**src/rtl/ram_cmd_pkg.sv**
```systemverilog
// Shared definitions for the RAM command master: target opcodes and FSM states.
package ram_cmd_pkg;

   localparam logic [1:0] OP_WR_ADDR = 2'b00;
   localparam logic [1:0] OP_WR_DATA = 2'b01;
   localparam logic [1:0] OP_RD_ADDR = 2'b10;
   localparam logic [1:0] OP_RD_DATA = 2'b11;

   typedef enum logic [2:0] {
      IDLE,
      WR_ADDR,
      WR_DATA,
      RD_ADDR,
      RD_CMD,
      RD_WAIT
   } state_e;

endpackage

```
**src/rtl/ram_cmd_master.sv**
```systemverilog
// Host-to-target command sequencer: turns read/write requests into opcode words,
// skips address commands on address-cache hits, and abandons unanswered reads.
module ram_cmd_master
   import ram_cmd_pkg::*;
#(
   parameter int ADDR_SIZE = 8,
   parameter int TIMEOUT   = 15,
   parameter int CACHE_EN  = 1
) (
   input  logic                 clk,
   input  logic                 rst,
   input  logic                 req_valid,
   output logic                 req_ready,
   input  logic                 req_rw,
   input  logic [ADDR_SIZE-1:0] req_addr,
   input  logic [ADDR_SIZE-1:0] req_data,
   output logic [ADDR_SIZE+1:0] cmd_word,
   output logic                 cmd_valid,
   input  logic [ADDR_SIZE-1:0] rsp_data,
   input  logic                 rsp_valid,
   output logic [ADDR_SIZE-1:0] rd_data,
   output logic                 rd_valid,
   output logic                 timeout_err,
   output logic                 busy
);

   localparam int CNT_W = $clog2(TIMEOUT + 1);
   localparam logic [CNT_W-1:0] CNT_LAST = CNT_W'(TIMEOUT - 1);
   localparam logic [ADDR_SIZE-1:0] ZERO = '0;

   state_e                 state_q, state_d;
   logic [ADDR_SIZE-1:0]   addr_q, addr_d;
   logic [ADDR_SIZE-1:0]   data_q, data_d;
   logic [ADDR_SIZE-1:0]   wr_addr_q, wr_addr_d;
   logic                   wr_vld_q, wr_vld_d;
   logic [ADDR_SIZE-1:0]   rd_addr_q, rd_addr_d;
   logic                   rd_vld_q, rd_vld_d;
   logic [CNT_W-1:0]       cnt_q, cnt_d;
   logic [ADDR_SIZE+1:0]   cmd_word_q, cmd_word_d;
   logic                   cmd_valid_q, cmd_valid_d;
   logic [ADDR_SIZE-1:0]   rd_data_q, rd_data_d;
   logic                   rd_valid_q, rd_valid_d;
   logic                   timeout_err_q, timeout_err_d;
   logic                   wr_hit, rd_hit;

   assign wr_hit = (CACHE_EN != 0) && wr_vld_q && (wr_addr_q == req_addr);
   assign rd_hit = (CACHE_EN != 0) && rd_vld_q && (rd_addr_q == req_addr);

   always_comb begin
      // NOTE: every _d starts from its hold value so no branch can leave one unassigned and infer a latch.
      state_d       = state_q;
      addr_d        = addr_q;
      data_d        = data_q;
      wr_addr_d     = wr_addr_q;
      wr_vld_d      = wr_vld_q;
      rd_addr_d     = rd_addr_q;
      rd_vld_d      = rd_vld_q;
      cnt_d         = cnt_q;
      cmd_word_d    = '0;
      cmd_valid_d   = 1'b0;
      rd_data_d     = rd_data_q;
      rd_valid_d    = 1'b0;
      timeout_err_d = 1'b0;

      // The command for the state being entered is registered here, so cmd_word comes straight from flops.
      case (state_q)
         IDLE: begin
            if (req_valid) begin
               addr_d      = req_addr;
               data_d      = req_data;
               cmd_valid_d = 1'b1;
               if (!req_rw) begin
                  if (wr_hit) begin
                     state_d    = WR_DATA;
                     cmd_word_d = {OP_WR_DATA, req_data};
                  end else begin
                     state_d    = WR_ADDR;
                     cmd_word_d = {OP_WR_ADDR, req_addr};
                  end
               end else begin
                  if (rd_hit) begin
                     state_d    = RD_CMD;
                     cmd_word_d = {OP_RD_DATA, ZERO};
                  end else begin
                     state_d    = RD_ADDR;
                     cmd_word_d = {OP_RD_ADDR, req_addr};
                  end
               end
            end
         end
         WR_ADDR: begin
            wr_addr_d   = addr_q;
            wr_vld_d    = 1'b1;
            state_d     = WR_DATA;
            cmd_valid_d = 1'b1;
            cmd_word_d  = {OP_WR_DATA, data_q};
         end
         WR_DATA: state_d = IDLE;
         RD_ADDR: begin
            rd_addr_d   = addr_q;
            rd_vld_d    = 1'b1;
            state_d     = RD_CMD;
            cmd_valid_d = 1'b1;
            cmd_word_d  = {OP_RD_DATA, ZERO};
         end
         RD_CMD: begin
            state_d = RD_WAIT;
            cnt_d   = '0;
         end
         RD_WAIT: begin
            if (rsp_valid) begin
               rd_data_d  = rsp_data;
               rd_valid_d = 1'b1;
               cnt_d      = '0;
               state_d    = IDLE;
            end else if (cnt_q == CNT_LAST) begin
               // An abandoned read leaves the target in an unknown state, so drop both caches.
               timeout_err_d = 1'b1;
               wr_vld_d      = 1'b0;
               rd_vld_d      = 1'b0;
               cnt_d         = '0;
               state_d       = IDLE;
            end else begin
               cnt_d = cnt_q + CNT_W'(1);
            end
         end
         default: state_d = IDLE;
      endcase
   end

   always_ff @(posedge clk) begin
      // NOTE: sequential state uses non-blocking assignments so every flop samples pre-edge values.
      if (rst) begin
         state_q       <= IDLE;
         addr_q        <= '0;
         data_q        <= '0;
         wr_addr_q     <= '0;
         wr_vld_q      <= 1'b0;
         rd_addr_q     <= '0;
         rd_vld_q      <= 1'b0;
         cnt_q         <= '0;
         cmd_word_q    <= '0;
         cmd_valid_q   <= 1'b0;
         rd_data_q     <= '0;
         rd_valid_q    <= 1'b0;
         timeout_err_q <= 1'b0;
      end else begin
         state_q       <= state_d;
         addr_q        <= addr_d;
         data_q        <= data_d;
         wr_addr_q     <= wr_addr_d;
         wr_vld_q      <= wr_vld_d;
         rd_addr_q     <= rd_addr_d;
         rd_vld_q      <= rd_vld_d;
         cnt_q         <= cnt_d;
         cmd_word_q    <= cmd_word_d;
         cmd_valid_q   <= cmd_valid_d;
         rd_data_q     <= rd_data_d;
         rd_valid_q    <= rd_valid_d;
         timeout_err_q <= timeout_err_d;
      end
   end

   assign req_ready   = (state_q == IDLE);
   assign busy        = (state_q != IDLE);
   assign cmd_word    = cmd_word_q;
   assign cmd_valid   = cmd_valid_q;
   assign rd_data     = rd_data_q;
   assign rd_valid    = rd_valid_q;
   assign timeout_err = timeout_err_q;

endmodule

```
**config.mk**
```make
export PLATFORM = sky130hd
export DESIGN_NAME = ram_cmd_master
export DESIGN_NICKNAME = d
export VERILOG_FILES = /design/src/rtl/ram_cmd_pkg.sv /design/src/rtl/ram_cmd_master.sv
export SDC_FILE = /design/constraint.sdc
export NUM_CORES = 1
export LEC_CHECK = 0
export ABC_AREA = 1
export CAP_MARGIN = 5
export CORE_MARGIN = 2
export CORE_UTILIZATION = 25
export DETAILED_ROUTE_END_ITERATION = 10
export MAX_ROUTING_LAYER = met4
export PLACE_DENSITY = 0.55
export SYNTH_ARGS = -nofsm -noshare
export SYNTH_HDL_FRONTEND = slang
export SYNTH_SLANG_ARGS = --single-unit
```
**constraint.sdc**
```tcl
create_clock -name clk -period 1.3 [get_ports clk]
set_input_delay 0.13 -clock clk [delete_from_list [all_inputs] [get_ports clk]]
set_output_delay 0.13 -clock clk [all_outputs]
set_load 0.03 [all_outputs]
```
# Yosys cells after proc, flatten, opt, wreduce, memory -nomap -nowiden
# Index checks and enable logic that the tools add are counted.
# totals
register_bits	62
input_bits	29
out_inout_bits	23
elab_cells	64
# op_classes
addsub	1
n_eq_ne	11
n_mux	23
n_bitwise	1
n_reduce_logical	15
# op_table
operator	n
$pmux W10 S3	1
$mux W10	2
$mux W9	2
$eq A8 B8 Y1	2
$mux W3	5
$pmux W3 S5	1
$mux W4	2
$pmux W4 S2	1
$eq A3 B3 Y1 const B	2
$ne A2 B2 Y1 const B	3
$pmux W1 S2	3
$reduce_and A2 Y1	3
$reduce_and A3 Y1	2
$reduce_bool A2 Y1	3
$mux W1	5
$add A4 B1 Y4 const B	1
$eq A4 B4 Y1 const B	1
$reduce_or A2 Y1	2
$eq A3 B1 Y1 const B	1
$eq A3 B2 Y1 const B	1
$logic_not A3 Y1	1
$ne A3 B3 Y1 const B	1
$reduce_bool A3 Y1	1
$reduce_or A3 Y1	1
other kinds (3)	4

# Longest topological paths before layout
# logic_depth
ltp_word	6
depth_mapped	13
depth_no_buf	13

# Least setup slack after synthesis
# No wires, ideal clock.
# synth_timing
path_type	reg2reg
from	reg state_q[0]
to	reg cmd_word_q[3], in the netlist cmd_word[3]
setup_ns	0.070
arrival_time_ns	1.367
required_time_ns	1.230
slack_ns	-0.138
stages_incl_launch_ff	8
n_path_buf	2
period_less_slack_ns	1.438
cell_sequence	dfxtp_1 -> nor2_2 -> nand2_1 -> nor2_1 -> buf_2 -> buf_4 -> nand2_1 -> a21oi_1
# synth_via
elab_chain_cells	2
word_cells_on_any_way	4
classes_between	eq/ne: 2; mux: 1; reduce/logical: 1
# synth_lines
element	line	rtl
from (decl)	ram_cmd_master.sv:31	state_e state_q, state_d;
from (signal assigned)	ram_cmd_master.sv:148	state_q <= state_d;
$eq A3 B2 Y1 (tied with other cells)	ram_cmd_master.sv:66	case (state_q)
$pmux W10 S3 *	ram_cmd_master.sv:66	
to (signal assigned)	ram_cmd_master.sv:156	cmd_word_q <= cmd_word_d;
to (decl)	ram_cmd_master.sv:39	logic [ADDR_SIZE+1:0] cmd_word_q, cmd_word_d;
# Mark *: on every way between the ends. The rest lies on a longest branch, timed or not.
# A chain may end at the register's enable or synchronous reset.

# Worst setup path in the final report
# layout_timing
from	in req_addr[2]
to	reg cmd_word_q[8], in the netlist cmd_word[8]
# layout_via
elab_chain_cells	6
word_cells_on_any_way	9
classes_between	eq/ne: 2; mux: 5; reduce/logical: 2
# layout_lines
element	line	rtl
from (decl)	ram_cmd_master.sv:15	input logic [ADDR_SIZE-1:0] req_addr,
$eq A8 B8 Y1, on equally long branches	ram_cmd_master.sv:46, ram_cmd_master.sv:47	
$logic_and A1 B1 Y1, on equally long branches	ram_cmd_master.sv:46, ram_cmd_master.sv:47	
$mux W9, on equally long branches	ram_cmd_master.sv:73, ram_cmd_master.sv:81	
$mux W10 *	ram_cmd_master.sv:72	if (!req_rw) begin
$mux W10 *	ram_cmd_master.sv:68	if (req_valid) begin
$pmux W10 S3 *	ram_cmd_master.sv:66	
# Marked as above.

==> key figures <==
Logic synthesis
  – Synth Area per Inst: 7.25 um2
  – Multiplexer share of the synthesized area: 0
  – Synth warn: 0
  – FF+latch count, synth: 62
  – Post-Synthesis Net Count: 399
  – Synth Area in Compound Gates: 0.160
  – Netlist Area Pre-Place: 0.00267 mm2
  – Adder-cell share of the synthesized area: 0.00939
  – Post-synth cell types: 29
  – Post-Synth XOR/XNOR Area: 0.0164
  – Largest family of logic cells by synthesized area: simple AND/OR/NAND/NOR gates
  – Synth Instances: 368
  – Post-Synth Simple-Gate Area: 0.276
  – Seq/Total Area, Yosys: 0.466

STA
  – Slew margin rel.: 0.787
  – Pins Over Slew Limit: 0
  – Final setup viols: 14
  – RSZ-0062 raised after global routing: yes
  – Final hold viol count: 0
  – Slew @ Worst Pin: 0.321 ns
  – Hold slack: 0.312 ns
  – F_max: 0.695 GHz
  – Post-route worst setup slack: -0.140 ns
  – Sum Neg Setup Slack: -0.941 ns
  – Final Skew: 0.00647 ns
  – Fin crit share: 1.11
  – Final min period: 1.44 ns

Critical path
  – R2r endpoint: state_q[1]
  – Startpoint class of the critical path: primary input
  – CP required: 1.53 ns
  – Crit Path Class: in -> reg
  – CP max FO: 5
  – CP endpoint kind: flip-flop
  – Critical path origin: req_addr[2]
  – Worst EP arrival: 1.67 ns
  – Reg2reg path depth: 11
  – Reg-to-reg setup timing slack: -0.10 ns
  – RR Startpoint: wr_addr_q[3]

Clocking
  – Num CTS Buffers: 9
  – Clk sinks: 62
  – CTS root buffer: clkbuf_8
  – Clock tree from TritonCTS: built
  – Clk buf depth: 2
  – Clk_lat worst skew: 0.34 ns
  – H-Tree Depth: 3
  – Worst-path clk slew: 0.07 ns

Global route
  – Global-route wire length before repair: 12,600 um
  – Largest net degree at the start of global routing: 18
  – Vias in the first global route: 2,697
  – All-Layer GR Usage: 0.143
  – Initial antenna violation count: 0
  – Grt ovf: 0

Drt
  – Vias: 2,761
  – Vias/cell: 4.44
  – DRT Wirelength: 7680 um
  – Routed Antenna Nets: 0
  – DRT Pass-1 Iters: 4
  – Initial drt markers: 89
  – Avg WL per Cell: 12.3 um
  – Post-route DRC: 0

Power
  – Combinational Power Share: 0.410
  – Maximum vdd drop: 0.970 mV
  – P_int: 4.70 mW
  – Pleak: 1.92 nW
  – Share of power burned in registers: 0.355
  – Clk pwr share: 0.235
  – Power density over the cells: 1730 mW/mm2
  – Sw frac: 0.359
  – PnR Total Power: 7.33 mW
  – Switch Pwr: 2.63 mW

Floorplanning
  – Core footprint: 0.0103 mm2
  – Initial Utilization: 0.258
  – Site Rows: 37
  – Die X: 107 um
  – Die Y: 107 um
  – I/O pin count: 52
  – Die area: 0.0115 mm2

Placed design
  – GPL Wtd Cong: 0.802
  – Post-placement worst setup slack: -0.580 ns
  – Dpl cell area: 0.00377 mm2
  – HPWL after DPL: 5500 um
  – Buffers on Ports: 51
  – Placed Cells incl. Taps: 598

Cells and area
  – Synthesis-to-finish area growth: 58.8%
  – Sequential cell area: 0.00126 mm2
  – Fin cells: 622
  – Most common cell after layout, fill and taps aside: nand2_1
  – Fin nets: 512
  – Antenna Cells: 0
  – Area of the multi-input gates: 0.00144 mm2
  – Post-Route Utilization: 0.410
  – Design area: 0.00423 mm2
  – Commonest cells after routing, fill and taps aside: 72 x nand2_1, 52 x buf_4, 49 x dfxtp_1, 35 x a21oi_1, 34 x nor2_1
  – Layout cells sized above 1: 0.333
  – Fill count: 1,086

Job
  – Max-cap violations: 0

Hold path
  – Hold Path Depth: 4
  – Hold WC Path Type: in -> reg
  – Hold Crit Start: req_addr[4]
  – Min-Delay Endpoint: addr_q[4]

Run status
  – Status: finished with violations
  – Failing checks: negative setup slack
[power groups by stage]
stage	Combinational [mW]	Sequential, mW	Clock (mW)
CTS	2.82	2.58	1.79
finish	3.00	2.60	1.72
floorplan	1.26	2.69	0
global route	3.31	2.66	1.87
detailed placement	2.66	2.59	0
global placement	2.64	2.58	0
[critical path, cell delays in order]
cell and delay, ns:
clkdlybuf4s50_1 0.59, xor2_1 0.29, nor3_4 0.09, nand2_4 0.13, nand2_4 0.06, buf_4 0.13, buf_6 0.10, o21ai_1 0.10
inv_1 0.05
[how the worst max path moves through the flow]
stage,endpoint,cells past startpoint
3_3_place_gp,cmd_word[8],12
2_1_floorplan,state_q[0],9
3_5_place_dp,cmd_word[8],12
5_1_grt,state_q[0],13
4_1_cts,state_q[2],11
6_report,cmd_word[8],9
[synthesized netlist by cell type]
| library cell | count | area, um2 |
|---|---|---|
| nor2_8 | 1 | 20.0 |
| clkbuf_1 | 8 | 30.0 |
| a211oi_1 | 1 | 7.51 |
| buf_4 | 1 | 7.51 |
| o21ai_1 | 3 | 15.0 |
| nand4_1 | 7 | 43.8 |
| ha_1 | 2 | 25.0 |
| buf_1 | 2 | 7.51 |
| a31oi_1 | 2 | 12.5 |
| clkinv_1 | 2 | 7.51 |
| nand3_4 | 1 | 17.5 |
| buf_2 | 2 | 10.0 |
| a21oi_2 | 3 | 26.3 |
| o21ai_0 | 32 | 160 |
| or2_1 | 1 | 6.26 |
| nor3_2 | 1 | 10.0 |
| nand2_1 | 87 | 327 |
| nor2_1 | 41 | 154 |
| nand2_4 | 1 | 11.3 |
| nor2_2 | 3 | 18.8 |
| inv_1 | 27 | 101 |
| nor3_1 | 2 | 10.0 |
| nand3_2 | 1 | 10.0 |
| a21oi_1 | 41 | 205 |
| xor2_1 | 5 | 43.8 |
| nand3_1 | 19 | 95.1 |
| nand2_2 | 2 | 12.5 |
| inv_2 | 8 | 30.0 |
| dfxtp_1 | 62 | 1240 |
[repair_timing]
item	in CTS	in global routing
resized for setup	61	53
endpoints found under the setup margin	57	47
setup buffers	3	3
gates cloned	2	0
endpoints found under the hold margin	0	0
pin swaps	14	23
hold buffers	0	0
[metal layers]
metal,vias up,share of wire,global-route usage
met5,-,0,-
li1,1429,-,-
met1,1253,0.47,0.182
met3,7,0.057,0.0400
met2,72,0.47,0.226
met4,0,0.0072,0.0343
[layout make-up]
type                            count  area share
Tap cell                          136      0.0402
Clock buffer                       12      0.0367
Sequential cell                    62       0.298
Timing Repair Buffer              113       0.240
Multi-Input combinational cell    258       0.340
Clock inverter                      4      0.0106
Inverter                           37      0.0349
[registers in the layout (all words and copies together) (netlist names)]
register,flops
addr_q,8
cmd_valid,1
cmd_word,10
cnt_q,4
data_q,8
rd_addr_q,8
rd_data,8
rd_valid,1
rd_vld_q,1
state_q,3
timeout_err,1
wr_addr_q,8
wr_vld_q,1
[logic make-up after synthesis]
| group | count (synthesis) |
|---|---|
| simple gates | 167 |
| compound gates | 82 |
| flops | 62 |
| buf+inv | 50 |
| xor+xnor | 5 |
| fa+ha+maj | 2 |
Power figures use the tool's default switching activity.
